`src/rtl/dest_hazard_ctrl_if.sv`:
```
// Bundles the ID-stage decode fields and the hazard/EX-destination results
// exchanged between ID decode and the destination hazard controller.
interface dest_hazard_ctrl_if #(
  parameter int CNT_W = 16
);
  logic             id_valid;
  logic [4:0]       id_rs;
  logic [4:0]       id_rt;
  logic             id_uses_rs;
  logic             id_uses_rt;
  logic [4:0]       id_instr_1511;
  logic             id_regdst;
  logic             id_regwrite;
  logic             flush;
  logic             stall;
  logic             bubble;
  logic             ex_regdst;
  logic [4:0]       ex_dest;
  logic [CNT_W-1:0] stall_count;

  // ID decode side: drives the instruction fields, observes stall/bubble
  modport master (
    output id_valid, id_rs, id_rt, id_uses_rs, id_uses_rt,
           id_instr_1511, id_regdst, id_regwrite, flush,
    input  stall, bubble, ex_regdst, ex_dest, stall_count
  );

  // Hazard controller side
  modport slave (
    input  id_valid, id_rs, id_rt, id_uses_rs, id_uses_rt,
           id_instr_1511, id_regdst, id_regwrite, flush,
    output stall, bubble, ex_regdst, ex_dest, stall_count
  );
endinterface

```
`src/rtl/dest_hazard_ctrl.sv`:
```
// Destination-register scoreboard (EX/MEM/WB) and RAW-hazard stall control
// for a five-stage pipeline without forwarding. Also registers the RegDst
// select feeding the EX-stage rt/rd destination mux.
module dest_hazard_ctrl #(
  parameter bit WB_BYPASS = 1'b1,
  parameter int CNT_W     = 16
) (
  input logic             clk,
  input logic             rst,
  dest_hazard_ctrl_if.slave bus
);

  logic       e_v, m_v, w_v;
  logic [4:0] e_dest, m_dest, w_dest;
  logic       ex_regdst_q;
  logic [4:0] ex_dest_q;
  logic [CNT_W-1:0] cnt_q;

  logic [4:0] id_dest;
  logic       ins;
  logic       match_rs, match_rt;
  logic       hz;

  // Destination selection mirrors the EX-stage mux: rd when RegDst, else rt
  always_comb begin
    id_dest = bus.id_regdst ? bus.id_instr_1511 : bus.id_rt;
  end

  // Source comparison against in-flight producers; $0 never matches.
  // The WB entry only counts when the register file cannot bypass it.
  always_comb begin
    match_rs = 1'b0;
    match_rt = 1'b0;
    if (bus.id_rs != 5'd0) begin
      match_rs = (e_v && (e_dest == bus.id_rs)) ||
                 (m_v && (m_dest == bus.id_rs)) ||
                 (!WB_BYPASS && w_v && (w_dest == bus.id_rs));
    end
    if (bus.id_rt != 5'd0) begin
      match_rt = (e_v && (e_dest == bus.id_rt)) ||
                 (m_v && (m_dest == bus.id_rt)) ||
                 (!WB_BYPASS && w_v && (w_dest == bus.id_rt));
    end
  end

  // Flush discards the ID instruction, so it can neither stall nor insert
  always_comb begin
    hz  = bus.id_valid && !bus.flush &&
          ((bus.id_uses_rs && match_rs) || (bus.id_uses_rt && match_rt));
    ins = bus.id_valid && !hz && !bus.flush;
  end

  // Scoreboard shift: a stalled or flushed cycle inserts a bubble into E
  always_ff @(posedge clk) begin
    if (rst) begin
      e_v    <= 1'b0;
      m_v    <= 1'b0;
      w_v    <= 1'b0;
      e_dest <= 5'd0;
      m_dest <= 5'd0;
      w_dest <= 5'd0;
    end else begin
      w_v    <= m_v;
      w_dest <= m_dest;
      m_v    <= e_v;
      m_dest <= e_dest;
      e_v    <= ins && bus.id_regwrite && (id_dest != 5'd0);
      e_dest <= id_dest;
    end
  end

  // EX destination mux select and debug copy of the EX destination
  always_ff @(posedge clk) begin
    if (rst) begin
      ex_regdst_q <= 1'b0;
      ex_dest_q   <= 5'd0;
    end else begin
      ex_regdst_q <= ins ? bus.id_regdst : 1'b0;
      ex_dest_q   <= ins ? id_dest : 5'd0;
    end
  end

  // Saturating stall-cycle counter; holds at all-ones instead of wrapping
  always_ff @(posedge clk) begin
    if (rst) begin
      cnt_q <= '0;
    end else if (hz && (cnt_q != {CNT_W{1'b1}})) begin
      cnt_q <= cnt_q + 1'b1;
    end
  end

  // Output drive
  always_comb begin
    bus.stall       = hz;
    bus.bubble      = hz || bus.flush;
    bus.ex_regdst   = ex_regdst_q;
    bus.ex_dest     = ex_dest_q;
    bus.stall_count = cnt_q;
  end

endmodule

```
`src/flat_wrapper.sv`:
```
// flat-port wrapper written by rule: the top's interface ports become plain ports
module dest_hazard_ctrl_flat 
#(
  parameter bit WB_BYPASS = 1'b1,
  parameter int CNT_W     = 16
)
  (clk, rst, bus_id_valid, bus_id_rs, bus_id_rt, bus_id_uses_rs, bus_id_uses_rt, bus_id_instr_1511, bus_id_regdst, bus_id_regwrite, bus_flush, bus_stall, bus_bubble, bus_ex_regdst, bus_ex_dest, bus_stall_count);
  dest_hazard_ctrl_if #(.CNT_W(CNT_W)) bus_i ();
  input logic clk;
  input logic rst;
  input wire logic [$bits(bus_i.id_valid)-1:0] bus_id_valid;
  input wire logic [$bits(bus_i.id_rs)-1:0] bus_id_rs;
  input wire logic [$bits(bus_i.id_rt)-1:0] bus_id_rt;
  input wire logic [$bits(bus_i.id_uses_rs)-1:0] bus_id_uses_rs;
  input wire logic [$bits(bus_i.id_uses_rt)-1:0] bus_id_uses_rt;
  input wire logic [$bits(bus_i.id_instr_1511)-1:0] bus_id_instr_1511;
  input wire logic [$bits(bus_i.id_regdst)-1:0] bus_id_regdst;
  input wire logic [$bits(bus_i.id_regwrite)-1:0] bus_id_regwrite;
  input wire logic [$bits(bus_i.flush)-1:0] bus_flush;
  output wire logic [$bits(bus_i.stall)-1:0] bus_stall;
  output wire logic [$bits(bus_i.bubble)-1:0] bus_bubble;
  output wire logic [$bits(bus_i.ex_regdst)-1:0] bus_ex_regdst;
  output wire logic [$bits(bus_i.ex_dest)-1:0] bus_ex_dest;
  output wire logic [$bits(bus_i.stall_count)-1:0] bus_stall_count;
  assign bus_i.id_valid = bus_id_valid;
  assign bus_i.id_rs = bus_id_rs;
  assign bus_i.id_rt = bus_id_rt;
  assign bus_i.id_uses_rs = bus_id_uses_rs;
  assign bus_i.id_uses_rt = bus_id_uses_rt;
  assign bus_i.id_instr_1511 = bus_id_instr_1511;
  assign bus_i.id_regdst = bus_id_regdst;
  assign bus_i.id_regwrite = bus_id_regwrite;
  assign bus_i.flush = bus_flush;
  assign bus_stall = bus_i.stall;
  assign bus_bubble = bus_i.bubble;
  assign bus_ex_regdst = bus_i.ex_regdst;
  assign bus_ex_dest = bus_i.ex_dest;
  assign bus_stall_count = bus_i.stall_count;
  dest_hazard_ctrl #(.WB_BYPASS(WB_BYPASS), .CNT_W(CNT_W)) u_core (.clk(clk), .rst(rst), .bus(bus_i));
endmodule
```
`config.mk`:
```
export PLATFORM = sky130hd
export DESIGN_NAME = dest_hazard_ctrl_flat
export DESIGN_NICKNAME = d
export VERILOG_FILES = /design/src/rtl/dest_hazard_ctrl_if.sv /design/src/rtl/dest_hazard_ctrl.sv /design/src/flat_wrapper.sv
export SDC_FILE = /design/constraint.sdc
export NUM_CORES = 1
export LEC_CHECK = 0
export CAP_MARGIN = 20
export CORE_ASPECT_RATIO = 0.75
export CORE_MARGIN = 2
export CORE_UTILIZATION = 47
export CTS_BUF_LIST = sky130_fd_sc_hd__clkbuf_16
export CTS_CLUSTER_DIAMETER = 120
export DETAILED_ROUTE_END_ITERATION = 8
export HOLD_SLACK_MARGIN = 0.1
export MAX_ROUTING_LAYER = met4
export PLACE_DENSITY = 0.86
export SYNTH_ARGS = -nofsm -noshare
export SYNTH_HDL_FRONTEND = slang
export SYNTH_SLANG_ARGS = --single-unit
```
`constraint.sdc`:
```
create_clock -name clk -period 3.7 [get_ports clk]
set_clock_uncertainty 0.1 [all_clocks]
set_input_delay 0.925 -clock clk [delete_from_list [all_inputs] [get_ports clk]]
set_output_delay 0.925 -clock clk [all_outputs]
set_load 0.005 [all_outputs]
```
**After elaboration in Yosys (flattened, before gate mapping)**

Cells that the tools add are included.

- Add/subtract/negate cells: 1
- Equality and inequality tests: 5
- Multiplexer cells: 3
- Bitwise gates (word level): 1
- Reductions and logical operators: 23

Operator list:

| cell | count |
|---|---|
| 5-bit equality test | 4 |
| 16-bit by 1-bit adder with 16-bit output (second input constant) | 1 |
| 16-bit inequality test (second input constant) | 1 |
| 5-bit nonzero test | 3 |
| 1-bit logical AND | 13 |
| 5-bit two-way mux | 1 |
| 1-bit logical OR | 4 |
| 1-bit zero test | 2 |
| 1-bit two-way mux | 2 |
| 2-bit OR reduction | 1 |
| 1-bit inverter | 1 |

- Bits in registers: 34
- Input port bits: 23
- Output and inout bits: 24
- Word-level logic and storage cells: 40

**Longest topological paths before layout**

- Depth in word-level cells: 12
- Mapped depth: 8

**Worst setup path after synthesis**

Ideal clock, no wire load.

- Path kind: input to output
- From: in bus_id_rt[3]
- To: out bus_bubble
- Arrival time: 2.246 ns
- Data required time: 2.675 ns
- Path slack: 0.429 ns
- Cell stages on the path: 5
- Path through: or4_1 o21ai_1 o22ai_4 nor2b_1 or2_2

- Word-level cells in the longest chain between the ends: 8

Ends and longest elaborated chain:

| element | line | RTL |
|---|---|---|
| start, declared | flat_wrapper.sv:13 | `input wire logic [$bits(bus_i.id_rt)-1:0] bus_id_rt;` |
| 5-bit equality test (on tied branches) | dest_hazard_ctrl.sv:40, dest_hazard_ctrl.sv:41 |  |
| 1-bit logical AND (on tied branches) | dest_hazard_ctrl.sv:40, dest_hazard_ctrl.sv:41 |  |
| 1-bit logical OR | dest_hazard_ctrl.sv:40 | `match_rt = (e_v && (e_dest == bus.id_rt)) \|\|` |
| 1-bit two-way mux * | dest_hazard_ctrl.sv:39 | `if (bus.id_rt != 5'd0) begin` |
| 1-bit logical AND * | dest_hazard_ctrl.sv:49 | `((bus.id_uses_rs && match_rs) \|\| (bus.id_uses_rt && match_rt));` |
| 1-bit logical OR * | dest_hazard_ctrl.sv:49 |  |
| 1-bit logical AND * | dest_hazard_ctrl.sv:48 | `hz = bus.id_valid && !bus.flush &&` |
| named net bus_stall | flat_wrapper.sv:20 | `output wire logic [$bits(bus_i.stall)-1:0] bus_stall;` |
| 1-bit logical OR * | dest_hazard_ctrl.sv:95 | `bus.bubble = hz \|\| bus.flush;` |
| end, declared | flat_wrapper.sv:21 | `output wire logic [$bits(bus_i.bubble)-1:0] bus_bubble;` |

Mark *: on every way through the listed nets, which the timed path passes. The rest lies on a longest branch.

**Worst setup path in the final report**

- From: in bus_id_rt[2]
- To: out bus_bubble

- Word-level cells in the longest chain between the ends: 8

Ends and longest elaborated chain:

| element | line |
|---|---|
| 5-bit equality test (on tied branches) | dest_hazard_ctrl.sv:40, dest_hazard_ctrl.sv:41 |
| 1-bit logical AND (on tied branches) | dest_hazard_ctrl.sv:40, dest_hazard_ctrl.sv:41 |
| 1-bit logical OR | dest_hazard_ctrl.sv:40 |
| 1-bit two-way mux * | dest_hazard_ctrl.sv:39 |
| 1-bit logical AND * | dest_hazard_ctrl.sv:49 |
| 1-bit logical OR * | dest_hazard_ctrl.sv:49 |
| 1-bit logical AND * | dest_hazard_ctrl.sv:48 |
| 1-bit logical OR * | dest_hazard_ctrl.sv:95 |

Mark *: on every way between the ends. The rest lies on a longest branch, timed or not.

==> metrics.md <==
| Metric | Value |
|---|---|
| Status | complete, no violations |
| GRT overflow | 0 |
| Leak pwr | 0.941 nW |
| Starting Density | 0.492 |
| Crit path top cell by count | dlygate4sd2_1 |
| Netlist cell types | 35 |
| Total power | 0.859 mW |
| Layout cell share with drive strength beyond 1 | 0.142 |
| Ant diodes | 0 |
| CTS H-tree lvls | 2 |
| Clock sinks | 34 |
| DP Wirelength | 2970 um |
| Critical Path Sink Type | output port |
| GRT Util Overall | 0.248 |
| Clk buf depth | 2 |
| WP buf/inv | 2 |
| Drt wl/cell | between 15 and 20 um |
| Clock latency on the worst-skew pair | between 0.2 and 0.3 ns |
| Post-synth top area share | 0.421 |
| Final WS setup | approximately 0.043 ns |
| Hold crit path type | reg2reg |
| CP Max Fanout | 3 |
| Worst Setup Start Kind | input pin |
| Nets@finish | 256 |
| Largest net degree at the start of global routing | 29 |
| Max_cap viols | 0 |
| Cell area after synthesis | 1620 um2 |
| Gpl congestion | a little under 0.9 |
| Tmin final | ~3.7 ns |
| Least-Margin Pin Slew | between 0.6 and 0.7 ns |
| Peak VDD IR | between 0.0003 and 0.0004 V |
| RSZ-0062 raised after global routing | no |
| Seq/Total Area, Yosys | 0.421 |
| Vias in the first global route | roughly 1500 |
| Top post-synthesis cells by area | dfxtp_1 (42%), xor2_1 (12%), nor2_1 (5.6%) |
| Via count | ~1500 |
| Worst endpoint required time | 2.67 ns |
| Kind of critical path | in2out |
| DRT Pass-1 Iters | 4 |
| Die area | 3930 um2 |
| Residual DRC count | 0 |
| Final hold viol count | 0 |
| CTS tree | built |
| Antenna violations before repair | 0 |
| Worst path slowest cell | or4_4 |
| Total CTS buffers | 5 |
| First-pass GRT wire length | 7130 um |
| Yosys Warn Count | 0 |
| Final Util | 0.720 |
| Post-Route WL | 4330 um |
| Vias per cell | 5.56 |
| Die Wd | 71.7 um |
| Layout area overhead | 46.4% |
| Pwr dens | 363 nW/um2 |
| Fin crit share | 0.988 |
| Std-Cell Rows | 18 |
| Cts hold-fix bufs | 0 |
| Die Height | 54.8 um |
| Clock Tree Root | clkbuf_16 |
| Syn Area/Cell | a little over 9 um2 |
| Post-route setup TNS | 0 ns |
| CP delay by family, top | simple AND/OR/NAND/NOR gates |
| Syn Nets | 198 |
| Fillers | 236 |
| Post-synthesis register bit count | 34 |
| Top Ports | 47 |
| Cell taking the most area after synthesis | dfxtp_1 |
| Slew margin rel. | 0.598 |
| Met1 Use GR | 0.298 |
| Final count of pins violating max slew | 0 |
| Core area | 3290 um2 |
| Maximum clock frequency | 0.273 GHz |
| Setup violators final | 0 |
| Critical Path AT | roughly 2.6 ns |
| Pre-CTS WS | -0.412 ns |
| DR iter-0 viols | 70 |
| Top Usage Layer GRT | met2 |
| CP max stage delay | 0.56 ns |
| Antenna viol nets, final | 0 |
| Clock Pin Slew Worst Setup and Hold Paths | 0.05 ns |
| Synthesized instance count | between 150 and 200 |
| Buffers on Ports | 46 |
| Critical path, cell by cell | dlygate4sd2_1 > or4_4 > o21ai_4 > o22ai_4 > nor2b_4 > or2_2 > dlygate4sd2_1 |
| Met3 Use GR | 0.0626 |
| Met2 Track Usage GR | 0.404 |
-- final cells by class --
class	count	area, um2	share of cell area
Clock buffer	5	125	0.0529
Clock inverter	3	12.5	0.00529
Inverter	2	7.51	0.00317
Multi-Input combinational cell	132	963	0.407
Sequential cell	34	681	0.288
Tap cell	40	50.0	0.0211
Timing Repair Buffer	57	528	0.223
-- worst paths after layout --
kind | cells past startpoint | start | end | slack, ns
max | 7 | bus_id_rt[2] | bus_bubble | 0.04
min | 2 | u_core.bus.stall_count[6]$_SDFFE_PP0P_ | u_core.bus.stall_count[6]$_SDFFE_PP0P_ | 0.40
max reg2reg | 7 | u_core.bus.stall_count[0]$_SDFFE_PP0P_ | u_core.bus.stall_count[11]$_SDFFE_PP0P_ | 1.33
min reg2reg | 2 | u_core.bus.stall_count[6]$_SDFFE_PP0P_ | u_core.bus.stall_count[6]$_SDFFE_PP0P_ | 0.40
-- power breakdown --
part / switching (mW) / internal, mW
clock network: 0.140 / 0.243
registers: 0.00908 / 0.375
logic: 0.0433 / 0.0484
total: 0.192 / 0.666
-- registers in the layout (all words and copies together), names as in the netlist --
register                flops
u_core.bus.stall_count     16
u_core.bus.ex_regdst        1
u_core.e_v                  1
u_core.m_dest               5
u_core.m_v                  1
u_core.bus.ex_dest          5
u_core.e_dest               5
-- repair_timing --
item / CTS / global route
gates resized for setup: 24 / 0
hold endpoints to repair: 0 / 0
setup buffers: 0 / 0
pin swaps: 9 / 2
endpoints found under the setup margin: 2 / 1
gates cloned: 0 / 0
-- per-layer routing --
metal | vias to the layer above | routed length (um)
li1 | 733 | -
met1 | 711 | 1950
met2 | 65 | 2040
met3 | 8 | 284
met4 | 0 | 57
met5 | - | 0
-- synthesized netlist by cell type, drive strengths merged --
master / instances
xor2: 22
dfxtp: 34
nand2: 8
nor2: 24
or2: 1
buf: 1
ha: 1
nor4: 7
o21ai: 5
xnor2: 6
o21ba: 1
o22ai: 1
a21oi: 6
a32oi: 2
nand2b: 1
o31ai: 4
and2: 3
and3: 2
nand4: 6
clkbuf: 5
or4: 6
nand4b: 1
nor2b: 7
nor3b: 1
inv: 2
mux2i: 6
o31a: 1
and4: 1
or3: 3
nand3: 6
-- layout by cell type, fill, tap and decap left out, types with 2 or more instances in the layout --
cell type,instances
clkdlybuf4s50_1,34
dfxtp_1,34
nor2_1,24
xor2_1,22
dlygate4sd2_1,12
buf_4,11
nand2_1,7
xnor2_1,6
nor2b_1,6
mux2i_1,6
a21oi_1,6
nand4_1,5
nand3_1,5
clkbuf_16,5
nor4_2,4
o31ai_1,4
or4_1,4
and2_1,3
or3_1,3
nor4_1,3
o21ai_0,3
inv_1,3
or4_4,2
o21ai_4,2
a32oi_2,2
and3_1,2
-- stage by stage --
| stage | area (um2) | hold slack [ns] | cells |
|---|---|---|---|
| final | 2370 | 0.399 | 273 |
| after global routing | 2370 | 0.435 | 273 |
| after global placement | 2190 | 0.379 | 266 |
| after CTS | 2370 | 0.396 | 273 |
| after detailed placement | 2190 | 0.389 | 266 |
| after floorplan | 1620 | 0.352 | 174 |
-- logic make-up (layout without fill, tap and decap cells) --
kind of cell	Yosys count	count (layout)	share of synthesized area
xor gates and xnor gates	28	28	0.152
AOI/OAI and AO/OA	20	20	0.0875
DFF	34	34	0.421
adders and majority gates	1	1	0.00774
muxes	6	6	0.0372
buffers and inverters	8	67	0.0232
and+or+nand+nor	77	77	0.272
-- worst min-delay path, cell delays in order (launching register included) --
cell and delay, ns:
dfxtp_1 0.33, o31ai_1 0.07, a21oi_1 0.06
Note: power is estimated with default switching activity, not from simulation.
